### config.mk
export PLATFORM = sky130hd
export DESIGN_NAME = adder_tree_feeder
export DESIGN_NICKNAME = d
export VERILOG_FILES = /design/src/rtl/adder_tree_feeder.sv
export SDC_FILE = /design/constraint.sdc
export NUM_CORES = 1
export LEC_CHECK = 0
export BUFFER_PORTS_ARGS = -buffer_cell sky130_fd_sc_hd__buf_2
export CAP_MARGIN = 20
export CORE_MARGIN = 3
export CORE_UTILIZATION = 51
export CTS_CLUSTER_DIAMETER = 120
export DETAILED_ROUTE_END_ITERATION = 7
export PLACE_DENSITY_LB_ADDON = 0.05
export SYNTH_ARGS = -nofsm -noshare
export SYNTH_HDL_FRONTEND = slang
export SYNTH_SLANG_ARGS = --single-unit
### constraint.sdc
create_clock -name clk -period 1.7 [get_ports clk]
set_clock_uncertainty 0.15 [all_clocks]
set_input_delay 0.34 -clock clk [delete_from_list [all_inputs] [get_ports clk]]
set_output_delay 0.34 -clock clk [all_outputs]
set_load 0.01 [all_outputs]
### src/rtl/adder_tree_feeder.sv
// adder_tree_feeder: packs NUM signed operands, received one per beat on a
// valid/ready stream, into a single NUM*IN_WIDTH vector for the adder tree.
// Slot 0 (first operand) sits in the most significant lane.
// The output register decouples tree-side stalls from the producer. A
// complete buffer that cannot be handed over waits in PEND (cnt==NUM).
// Optional feature macro: ADDER_TREE_FEEDER_FLUSH_EN adds in_last, which
// closes a vector early. The unfilled slots are driven as zero.
module adder_tree_feeder #(
    parameter int IN_WIDTH = 8,
    parameter int NUM      = 4,
    localparam int CNT_W   = $clog2(NUM + 1)
) (
    input  logic                         clk,
    input  logic                         rst,
    input  logic                         in_valid,
    output logic                         in_ready,
    input  logic signed [IN_WIDTH-1:0]   in_data,
`ifdef ADDER_TREE_FEEDER_FLUSH_EN
    input  logic                         in_last,
`endif
    output logic                         out_valid,
    input  logic                         out_ready,
    output logic [NUM*IN_WIDTH-1:0]      out_data,
    output logic [CNT_W-1:0]             fill_cnt
);

    localparam logic [CNT_W-1:0] NUM_C  = CNT_W'(NUM);
    localparam logic [CNT_W-1:0] LAST_C = CNT_W'(NUM - 1);

    // Slot k occupies bits [(NUM-k)*IN_WIDTH-1 -: IN_WIDTH]
    function automatic logic [NUM*IN_WIDTH-1:0] pack_slots(
        input logic signed [IN_WIDTH-1:0] s [NUM]
    );
        logic [NUM*IN_WIDTH-1:0] v;
        v = '0;
        for (int k = 0; k < NUM; k++) begin
            v[(NUM-k)*IN_WIDTH-1 -: IN_WIDTH] = s[k];
        end
        return v;
    endfunction

    logic signed [IN_WIDTH-1:0] fill_p0 [NUM];
    logic signed [IN_WIDTH-1:0] merged  [NUM];
    logic [CNT_W-1:0]           cnt;

    logic                       in_acc;
    logic                       out_acc;
    logic                       out_free;
    logic                       last_beat;
    logic                       done_in;
    logic                       drain_pend;
    logic                       load_out;
    logic                       park;
    logic [NUM*IN_WIDTH-1:0]    out_next;

    // in_ready depends only on the fill count, never on out_ready
    assign in_ready = (cnt < NUM_C);
    assign fill_cnt = cnt;
    assign in_acc   = in_valid && in_ready;
    assign out_acc  = out_valid && out_ready;
    assign out_free = !out_valid || out_ready;

`ifdef ADDER_TREE_FEEDER_FLUSH_EN
    assign last_beat = (cnt == LAST_C) || in_last;
`else
    assign last_beat = (cnt == LAST_C);
`endif

    // Buffer contents with the incoming operand dropped into slot cnt
    always_comb begin
        for (int k = 0; k < NUM; k++) begin
            merged[k] = fill_p0[k];
            if (CNT_W'(k) == cnt) begin
                merged[k] = in_data;
            end
        end
    end

    // Decode which of completion, parking or PEND drain happens this cycle
    always_comb begin
        done_in    = in_acc && last_beat;
        drain_pend = (cnt == NUM_C) && out_acc;
        load_out   = drain_pend || (done_in && out_free);
        park       = done_in && !out_free;
        out_next   = drain_pend ? pack_slots(fill_p0) : pack_slots(merged);
    end

    // Control stage: fill count and output valid
    always_ff @(posedge clk) begin
        if (rst) begin
            cnt       <= '0;
            out_valid <= 1'b0;
        end else begin
            if (load_out) begin
                cnt <= '0;
            end else if (park) begin
                cnt <= NUM_C;
            end else if (in_acc) begin
                cnt <= cnt + CNT_W'(1);
            end

            if (load_out) begin
                out_valid <= 1'b1;
            end else if (out_acc) begin
                out_valid <= 1'b0;
            end
        end
    end

    // Data stage: fill buffer slots; emptied whenever a vector leaves it so
    // an early-closed vector carries zeros in its unused slots
    always_ff @(posedge clk) begin
        if (rst || load_out) begin
            for (int k = 0; k < NUM; k++) begin
                fill_p0[k] <= '0;
            end
        end else if (in_acc) begin
            for (int k = 0; k < NUM; k++) begin
                if (CNT_W'(k) == cnt) begin
                    fill_p0[k] <= in_data;
                end
            end
        end
    end

    // Output register: loaded only when a vector is handed over, otherwise
    // held so it stays stable under back-pressure
    always_ff @(posedge clk) begin
        if (rst) begin
            out_data <= '0;
        end else if (load_out) begin
            out_data <= out_next;
        end
    end

endmodule
Word level (Yosys, flattened, before mapping)
Cells that the tools add are included.
{"block": "op_classes", "addsub": 1, "n_lt_le_gt_ge": 1, "n_reduce_logical": 16, "n_eq_ne": 5, "n_mux": 9}
{"cell": "32-bit two-way mux", "n": 1}
{"cell": "8-bit two-way mux", "n": 4}
{"cell": "2-bit by 3-bit == test with 1-bit output, first input constant", "n": 2}
{"cell": "1-bit logical AND", "n": 6}
{"cell": "3-bit two-way mux", "n": 2}
{"cell": "2-bit nonzero test", "n": 2}
{"cell": "3-bit by 1-bit adder with 3-bit output, second input constant", "n": 1}
{"cell": "1-bit by 3-bit == test with 1-bit output, first input constant", "n": 1}
{"cell": "3-bit by 2-bit == test with 1-bit output, second input constant", "n": 1}
{"cell": "3-bit == test, second input constant", "n": 1}
{"cell": "3-bit zero test", "n": 1}
{"cell": "1-bit logical OR", "n": 3}
{"cell": "3-bit < comparator, second input constant", "n": 1}
{"cell": "3-bit OR reduction", "n": 1}
{"cell": "1-bit zero test", "n": 2}
{"cell": "1-bit two-way mux", "n": 2}
{"cell": "2-bit OR reduction", "n": 1}
{"block": "totals", "wordCells": 40, "ff_bits": 68}

Logic depth before layout (Yosys ltp)
Gate-level depths: netlist (run 1).
{"block": "logic_depth", "word_depth": 6, "mapped_depth": 7, "depth_no_buf": 5}

Least setup slack after synthesis (run 1)
Ideal clock, no wire load.
{"block": "synth_timing", "kind": "register to register", "startpoint": "register cnt[2], in the netlist fill_cnt[2]", "endpoint": "register out_data[7]", "arrival_ns": 1.587, "slack_ns": -0.169, "path_stages_with_launch": 8, "cell_sequence": "dfxtp_1 inv_1 ha_1 and3b_1 buf_6 buf_2 a32oi_1 a21oi_1"}
{"block": "synth_via", "elab_chain_len": 5, "word_cells_on_any_way": 11}
{"item": "start: declaration", "line_no": "44", "rtl": "logic [CNT_W-1:0] cnt;"}
{"item": "start signal: assignment", "line_no": "99", "rtl": "cnt <= cnt + CNT_W'(1);"}
{"item": "3-bit < comparator", "line_no": "57", "rtl": "assign in_ready = (cnt < NUM_C);"}
{"item": "net in_ready", "line_no": "16", "rtl": "output logic in_ready,"}
{"item": "1-bit logical AND", "line_no": "59", "rtl": "assign in_acc = in_valid && in_ready;"}
{"item": "1-bit logical AND", "line_no": "81", "rtl": "done_in = in_acc && last_beat;"}
{"item": "1-bit logical AND", "line_no": "83", "rtl": "load_out = drain_pend || (done_in && out_free);"}
{"item": "1-bit logical OR", "line_no": "83"}
{"item": "end signal: assignment", "line_no": "132", "rtl": "out_data <= out_next;"}
{"item": "end: declaration", "line_no": "23", "rtl": "output logic [NUM*IN_WIDTH-1:0] out_data,"}
The timed path passes the listed nets, and every way through them passes these cells.
A chain may end at the register's enable or synchronous reset.

Worst setup path after layout (run 1)
{"block": "layout_timing", "startpoint": "register cnt[0], in the netlist fill_cnt[0]", "endpoint": "register out_data[2]"}
{"block": "layout_via", "elab_chain_len": 5, "word_cells_on_any_way": 11}
{"item": "3-bit < comparator", "line_no": "57"}
{"item": "1-bit logical AND", "line_no": "59"}
{"item": "1-bit logical AND", "line_no": "81"}
{"item": "1-bit logical AND", "line_no": "83"}
{"item": "1-bit logical OR", "line_no": "83"}
Several ways; a longest one is shown, not always the timed one.

==> impl_metrics.yaml, run 1 <==
die:
  core-area_mm2: 0.00574
  fp.dieH_um: 84.4
  dieArea_mm2: 0.00713
  placementRows: 27
  ioPinCount: 49
  die_w_um: 84.4
  initial_core_util: 0.546
yosys:
  synth_flop_cell: "dfxtp_1"
  yosys.area_share.simple: 0.120
  avgSynthCellArea_um2: 9.39
  muxShareOfSynthArea: 0.0830
  postSynthRegisterBits: 68
  synthAdderAreaFrac: 0.0199
  mappedNetlistArea_mm2: 0.00314
  synth_top_family_by_area: "compound AO/OA/AOI/OAI gates"
  ys_seq_area_frac: 0.434
  synthCells: 334
  yosysWarnings: 0
  synth_cell_type_count: 32
  synth_edf_count: 0
  synthXorXnorAreaFrac: 0
  synth_compound_area_frac: 0.271
  synth.net_count: 351
  postSynth.asyncResetShare: 0
critical_path:
  required_ns: 1.77
  crit_chain: "buf_6 -> ha_4 -> ha_4 -> and3b_2 -> buf_6 -> buf_12 -> a32oi_2 -> a21oi_1"
  crit_path_top_delay_cell: "dfxtp_4"
  setup.worst_path.start_class: "flop"
  crit_start: "fill_cnt[0]"
  r2r-start: "fill_cnt[0]"
  cp-end-kind: "flop"
  path_class: "flop to flop"
  cp_max_fo: 8
  arrival_ns: 1.92
  slowest_delay_ns: 0.36
grt:
  overflow: 0
  grt_pass1_vias: 2905
  met2_usage: 0.425
  grt_busiest_layer: "met2"
  met3_usage: 0.0648
  grt_pass1_wl_um: 15700
  antenna_found_initial: 0
  use_met1: 0.383
  track_usage: 0.274
  grt_max_degree: 47
cells_and_area:
  final_cells: 475
  finish.utilization: 0.807
  antennaDiodeCount: 0
  fillers: 350
  nets: 415
  layout-drive-gt1-share: 0.524
  syn2layout_area_growth_pct: 47.8
  final_cell_mix: "dfxtp_1 (65), buf_2 (49), nand3_1 (24), nor2_1 (24), a211oi_2 (22)"
  final_common_cell: "dfxtp_1"
power_and_ir_drop:
  p_leak_uw: 0.00166
  powerDensity_mw_per_mm2: 814
  irDropWorstVdd_mv: 0.618
  p_total_uw: 3770
sta:
  fmax_ghz: 0.542
  worst_pin_slew_ns: 0.509
  finalHoldViolCount: 0
  maxSlewHeadroom: 0.660
  maxSlewViolCount: 0
  fin_ws_ns: -0.145
  setup_viol: 65
  period_share: 1.09
  rsz0062_at_grt: "true"
  fin_crit_ns: 1.84
drt:
  drtPass1Iterations: 4
  wire_per_inst_um: 22.6
  drt_iter0_drc: 201
  drc: 0
  detail-route-antenna-nets: 0
  via_per_inst: 6.72
  finalWirelength_um: 10700
  via_count: 3192
hold_path:
  hp-class: "input pin to flop"
  hp-start: "in_valid"
place:
  dpl.hpwl_um: 5510
  gp_congestion: 0.750
  io_buffers: 48
  dp_cells: 442
clocking:
  clkTransAtPathRegs_ns: 0.07
  cts_buffers: 9
  insertion_delay_ns: 0.34
  cts_tree: "done"
  clock-sinks: 68
  cts_hold_buffers: 0
  ctsRootBufferMaster: "clkbuf_8"
  htreeDepth: 3
  cts_max_path_buffers: 2
flow_run:
  max-cap-violations: 0
outcome:
  status: "finished, violations left"
  violations: "setup timing"
worst paths after layout:
kind	end	slack (ns)	cells after the start
worst max register to register	out_data[2]	-0.14	8
worst max-delay path	out_data[2]	-0.14	8
worst min-delay path	fill_cnt[2]	0.15	3
worst min register to register	fill_p0[3]	0.33	2
registers in the layout (all words and copies together), names as in the netlist:
signal / count
out_valid: 1
fill_p0: 32
fill_cnt: 3
out_data: 32
where the power goes:
| part | switching (uW) | internal, uW | leakage [uW] |
|---|---|---|---|
| clock | 643 | 695 | 0.000101 |
| combinational | 393 | 321 | 0.00100 |
| sequential | 62.9 | 1660 | 0.000555 |
| total | 1100 | 2680 | 0.00166 |
logic make-up after synthesis:
kind of cell	Yosys count
compound gates	110
flops	68
mux	26
buf+inv	46
fa+ha+maj	5
simple gates	79
cells in the mapped netlist (2+ instances only):
library cell  number  area share
a211oi_1          24       0.057
a21oi_1           18       0.029
a32oi_1            8       0.022
and3b_1            2      0.0056
buf_2             18       0.029
buf_4              2      0.0048
buf_6              3       0.011
clkbuf_1          17       0.020
dfxtp_1           68        0.43
ha_1               5       0.020
inv_1              5      0.0060
mux2i_1           26       0.083
nand2_1           16       0.019
nand3_1           24       0.038
nor2_1            24       0.029
nor2b_1            6       0.012
nor3_1             2      0.0032
o2111ai_1         23       0.064
o211ai_1           8       0.019
o21ai_0            2      0.0032
o311ai_0           2      0.0056
o311ai_1          21       0.059
final cells by class:
type	count	area [um^2]	area share
well taps	72	90.1	0.0194
clock buffers	13	180	0.0389
clock inverters	3	17.5	0.00378
flip-flops and latches	68	1370	0.295
repair buffers	93	786	0.169
multi-input cells	221	2170	0.468
inverters	5	21.3	0.00459
critical path: cells and delay by family, from the launching register on:
kind / cells / cell delay (ns)
compound gates: 2 / 0.30
fa+ha+maj: 2 / 0.31
flops: 1 / 0.36
simple gates: 1 / 0.21
buf+inv: 3 / 0.39
stage by stage:
| step | hold slack, ns | instance area, um^2 | setup TNS (ns) | setup WS [ns] |
|---|---|---|---|---|
| after global placement | 0.292 | 3570 | -14.68 | -0.434 |
| after CTS | 0.135 | 4140 | -3.06 | -0.0849 |
| final | 0.153 | 4640 | -5.35 | -0.145 |
| after floorplan | 0.286 | 3150 | 0 | 0.000288 |
| after detailed placement | 0.297 | 3570 | -16.35 | -0.502 |
| after global routing | 0.150 | 4640 | -8.88 | -0.190 |
per-layer routing:
metal	share of wire	vias to the layer above	wire length, um
met5	0	-	0
met4	0.020	0	214
met3	0.075	25	806
met2	0.48	149	5170
met1	0.42	1599	4530
li1	-	1419	-
repair_timing:
item | CTS | global route
pin swaps | 11 | 14
endpoints found under the hold margin | 0 | 0
gates cloned | 3 | 3
endpoints found under the setup margin | 66 | 65
resized for setup | 63 | 75
setup buffers | 8 | 5
No activity file was read; power rests on OpenSTA's default activity.
==> run 2, diff against run 1 <==
--- a/config.mk
+++ b/config.mk
@@ -8,9 +8,10 @@
 export BUFFER_PORTS_ARGS = -buffer_cell sky130_fd_sc_hd__buf_2
 export CAP_MARGIN = 20
 export CORE_MARGIN = 3
-export CORE_UTILIZATION = 51
+export CORE_UTILIZATION = 45
 export CTS_CLUSTER_DIAMETER = 120
 export DETAILED_ROUTE_END_ITERATION = 7
+export HOLD_SLACK_MARGIN = 0.12
 export PLACE_DENSITY_LB_ADDON = 0.05
 export SYNTH_ARGS = -nofsm -noshare
 export SYNTH_HDL_FRONTEND = slang
==> run 2 against run 1 <==
The run still ends with setup timing left; sequential cell count did not move; worst hold slack got worse by 0.013 ns; global-route usage fell by 2.3 points; via count fell by 4.8%; first-iteration DRC count fell by 33%; non-clock buffer count rose by 4; sequential power barely moved; combinational power fell by 13%; critical endpoint is now out_data[30]; largest power group unchanged.
==> impl_metrics.yaml, run 2 (synthesis gave the netlist of run 1 again) <==
outcome:
  status: "finished, violations left"
  violations: "setup timing"
hold_path:
  hp-class: "input pin to flop"
place:
  io_buffers: 48
  dp_cells: 467
  placed_area_mm2: 0.00359
  dpl.hpwl_um: 5680
  gp_congestion: 0.752
flow_run:
  max-cap-violations: 0
clocking:
  cts_hold_buffers: 0
  htreeDepth: 3
  clkTransAtPathRegs_ns: 0.08
  cts_tree: "done"
  ctsRootBufferMaster: "clkbuf_8"
  clock-sinks: 68
  insertion_delay_ns: 0.35
  cts_buffers: 9
  cts_max_path_buffers: 2
power_and_ir_drop:
  irDropWorstVdd_mv: 0.579
  p_total_uw: 3780
  p_leak_uw: 0.00166
  powerDensity_mw_per_mm2: 838
drt:
  via_count: 3040
  wire_per_inst_um: 20.0
  drc: 0
  via_per_inst: 6.08
  drtPass1Iterations: 4
  finalWirelength_um: 9980
  detail-route-antenna-nets: 0
  drt_iter0_drc: 135
sta:
  setup_viol: 64
  worst_pin_slew_ns: 0.463
  fin_ws_ns: -0.130
  fin_crit_ns: 1.83
  holdWs_ns: 0.141
  maxSlewHeadroom: 0.691
  rsz0062_at_grt: "true"
  maxSlewViolCount: 0
  finalHoldViolCount: 0
  fmax_ghz: 0.546
  period_share: 1.08
critical_path:
  reg2regPathDepth: 9
  r2r-end: "out_data[30]"
  path_class: "flop to flop"
  crit_start: "fill_cnt[1]"
  slowest_delay_ns: 0.34
  crit_chain: "buf_6 -> ha_4 -> ha_4 -> nand3b_1 -> buf_6 -> buf_6 -> buf_12 -> o2111ai_2 -> o311ai_1"
  required_ns: 1.77
  worst_path_most_repeated_cell: "buf_6"
  cp_num_buf_inv: 4
  r2r_slack_ns: -0.13
  critical-path-top-delay-family: "buffers and inverters"
  cp_max_fo: 12
  path_depth: 9
  cp-endpoint: "out_data[30]"
  crit_path_top_delay_cell: "dfxtp_2"
  setup.worst_path.start_class: "flop"
  arrival_ns: 1.90
  cp-end-kind: "flop"
  r2r-start: "fill_cnt[1]"
cells_and_area:
  final_common_cell: "dfxtp_1"
  ff_latch_area_mm2: 0.00137
  syn2layout_area_growth_pct: 43.8
  finish.utilization: 0.687
  final_area_mm2: 0.00451
  layout-drive-gt1-share: 0.455
  final_cell_mix: "dfxtp_1 (65), buf_2 (49), buf_4 (26), nand3_1 (24), nor2_1 (24)"
  nets: 419
  multiInputGateArea_mm2: 0.00202
  fillers: 503
  final_cells: 500
  antennaDiodeCount: 0
die:
  dieArea_mm2: 0.00801
  core-area_mm2: 0.00657
  initial_core_util: 0.478
  ioPinCount: 49
  placementRows: 29
  fp.dieH_um: 89.5
  die_w_um: 89.5
grt:
  grt_pass1_wl_um: 15100
  track_usage: 0.251
  grt_pass1_vias: 2712
  overflow: 0
  grt_max_degree: 49
  antenna_found_initial: 0
## run 2: cell count changes in the layout (fill, tap and decap cells not counted), sizes merged
cell,before,now
clkinv,2,4
buf,91,96
bufinv,0,1
clkbuf,15,11
clkinvlp,1,0
bufbuf,0,1
## run 2: final cells by class
class                   count  area share
clock buffers              11      0.0361
clock inverters             5      0.0128
inverters                   5     0.00472
multi-input cells         221       0.447
flip-flops and latches     68       0.303
well taps                  93      0.0258
repair buffers             97       0.171
## run 2: how the worst min path moves through the flow
stage / from / to / cells after the start
CTS: in_valid / fill_cnt[2] / 3
global placement: fill_p0[3] / fill_p0[3] / 2
global route: in_data[3] / fill_p0[3] / 3
floorplan: fill_p0[0] / fill_p0[0] / 2
detailed placement: fill_p0[1] / fill_p0[1] / 2
finish: in_valid / fill_cnt[2] / 3
## run 2: layer usage
layer / vias to the layer above / track usage / share of wire
met2: 90 / 0.387 / 0.47
met4: 0 / 0.0947 / 0.026
met3: 19 / 0.0406 / 0.050
met5: - / 0 / 0
li1: 1435 / - / -
met1: 1496 / 0.353 / 0.46
## run 2: worst min-delay path, stage by stage
cell and delay (ns):
buf_2 0.12, o21ai_0 0.07, a21oi_1 0.07
## run 2: repair_timing
item	4_1_cts	5_1_grt
setup buffers	7	6
setup endpoints to repair	65	67
gates cloned	3	2
pin swaps	17	32
resized for setup	49	58
## run 2: power breakdown
part | total [uW] | switching [uW] | internal [uW]
clock | 1450 | 643 | 806
sequential | 1710 | 52.2 | 1660
combinational | 619 | 350 | 269
total | 3780 | 1050 | 2730
## run 2: per-stage QoR
stage | TNS, ns | setup WS (ns)
floorplan | 0 | 0.000288
global placement | -12.94 | -0.444
detailed placement | -13.91 | -0.448
CTS | -4.59 | -0.126
global route | -8.59 | -0.203
finish | -4.63 | -0.130
==> run 3, diff against run 2 <==
==> constraint.sdc (replaced) <==
create_clock -name clk -period 2.2 [get_ports clk]
set_clock_uncertainty 0.15 [all_clocks]
set_input_delay 0.44 -clock clk [delete_from_list [all_inputs] [get_ports clk]]
set_output_delay 0.44 -clock clk [all_outputs]
set_load 0.01 [all_outputs]
==> run 3 against run 2 <==
The run now ends clean; worst hold slack improved by 0.11 ns; largest cell class unchanged; sequential cell count did not move; highest routed layer unchanged; count of clock-buffer cells in the layout fell by 1.
==> impl_metrics.yaml, run 3 (synthesis gave the netlist of run 1 again) <==
critical_path:
  required_ns: 2.28
  crit_path_top_delay_cell: "dfxtp_1"
  setup.worst_path.start_class: "flop"
  cp-end-kind: "flop"
  worst_path_most_repeated_cell: "ha_1"
  r2r_slack_ns: 0.28
  crit_start: "fill_cnt[0]"
  path_class: "flop to flop"
  crit_chain: "ha_1 -> ha_1 -> and3b_1 -> nand2_4 -> o311ai_0"
  critical-path-top-delay-family: "simple AND/OR/NAND/NOR gates"
  cp_max_fo: 23
  slowest_delay_ns: 0.43
  arrival_ns: 2.00
  cp_num_buf_inv: 0
  r2r-start: "fill_cnt[0]"
clocking:
  htreeDepth: 3
  clkTransAtPathRegs_ns: 0.07
  clock-sinks: 68
  insertion_delay_ns: 0.33
  cts_resized: 0
  cts_buffers: 9
  cts_tree: "done"
  cts_max_path_buffers: 2
  ctsRootBufferMaster: "clkbuf_8"
  cts_hold_buffers: 0
  cts_setup_buffers: 0
place:
  dpl.hpwl_um: 5200
  io_buffers: 48
  gp_congestion: 0.764
drt:
  via_count: 2760
  via_per_inst: 5.92
  wire_per_inst_um: 18.6
  finalWirelength_um: 8660
  drc: 0
  drtPass1Iterations: 4
  drt_iter0_drc: 148
  detail-route-antenna-nets: 0
die:
  core-area_mm2: 0.00657
  dieArea_mm2: 0.00801
  fp.dieH_um: 89.5
  ioPinCount: 49
  placementRows: 29
  initial_core_util: 0.478
  die_w_um: 89.5
power_and_ir_drop:
  irDropWorstVdd_mv: 0.418
  powerDensity_mw_per_mm2: 728
  p_leak_uw: 0.00140
sta:
  setup_viol: 0
  rsz0062_at_grt: "false"
  period_share: 0.873
  finalHoldViolCount: 0
  maxSlewHeadroom: 0.729
  fmax_ghz: 0.521
  fin_crit_ns: 1.92
  maxSlewViolCount: 0
  worst_pin_slew_ns: 0.407
  setup_tns_ns: 0
outcome:
  status: "completed"
cells_and_area:
  layout-drive-gt1-share: 0.228
  antennaDiodeCount: 0
  syn2layout_area_growth_pct: 17.2
  finish.utilization: 0.560
  fillers: 609
  final_cell_mix: "dfxtp_1 (68), buf_2 (48), mux2i_1 (26)"
  nets: 386
  final_common_cell: "dfxtp_1"
grt:
  overflow: 0
  grt_max_degree: 51
  grt_pass1_wl_um: 14100
  grt_pass1_vias: 2705
  track_usage: 0.233
  antenna_found_initial: 0
hold_path:
  hp-start: "in_valid"
  hp-class: "input pin to flop"
flow_run:
  max-cap-violations: 0
-- run 3: worst paths after layout --
| path | to | cells after the start |
|---|---|---|
| worst max-delay path | out_data[16] | 5 |
| worst min-delay path | fill_cnt[2] | 3 |
| worst max register to register | out_data[16] | 5 |
| worst min register to register | fill_p0[3] | 2 |
-- run 3: final cells by class --
class	instances	area (um^2)	area share
Multi-Input combinational cell	220	1560	0.424
Sequential cell	68	1360	0.370
Timing Repair Buffer	65	430	0.117
Clock buffer	10	138	0.0374
Tap cell	93	116	0.0317
Clock inverter	5	52.6	0.0143
Inverter	5	18.8	0.00511
-- run 3: per-stage QoR --
stage	worst slack, ns	instances	instance area [um^2]	hold slack [ns]	total power [uW]
after floorplan	0.331	334	3140	0.286	1580
after global routing	0.110	466	3680	0.257	2800
final	0.280	466	3680	0.251	2680
after detailed placement	0.318	451	3490	0.298	1690
after CTS	0.297	466	3680	0.240	2700
after global placement	0.386	451	3490	0.289	1680
-- run 3: metal layers --
metal | vias to the layer above | GRT usage | wire length (um) | share of wire
met1 | 1325 | 0.320 | 4100 | 0.47
li1 | 1363 | - | - | -
met4 | 0 | 0.0731 | 78 | 0.0090
met5 | - | 0 | 0 | 0
met2 | 65 | 0.370 | 4100 | 0.47
met3 | 7 | 0.0433 | 384 | 0.044
-- run 3: report_power, final --
| group | switching (uW) | internal [uW] |
|---|---|---|
| logic | 206 | 135 |
| clock network | 474 | 542 |
| registers | 37.3 | 1280 |
-- run 3: worst reg2reg max path, delay by kind of cell, from the launching register on --
| kind | cells | cell delay (ns) |
|---|---|---|
| AOI/OAI and AO/OA | 1 | 0.37 |
| and+or+nand+nor | 2 | 0.46 |
| adders and majority gates | 2 | 0.42 |
| DFF | 1 | 0.43 |
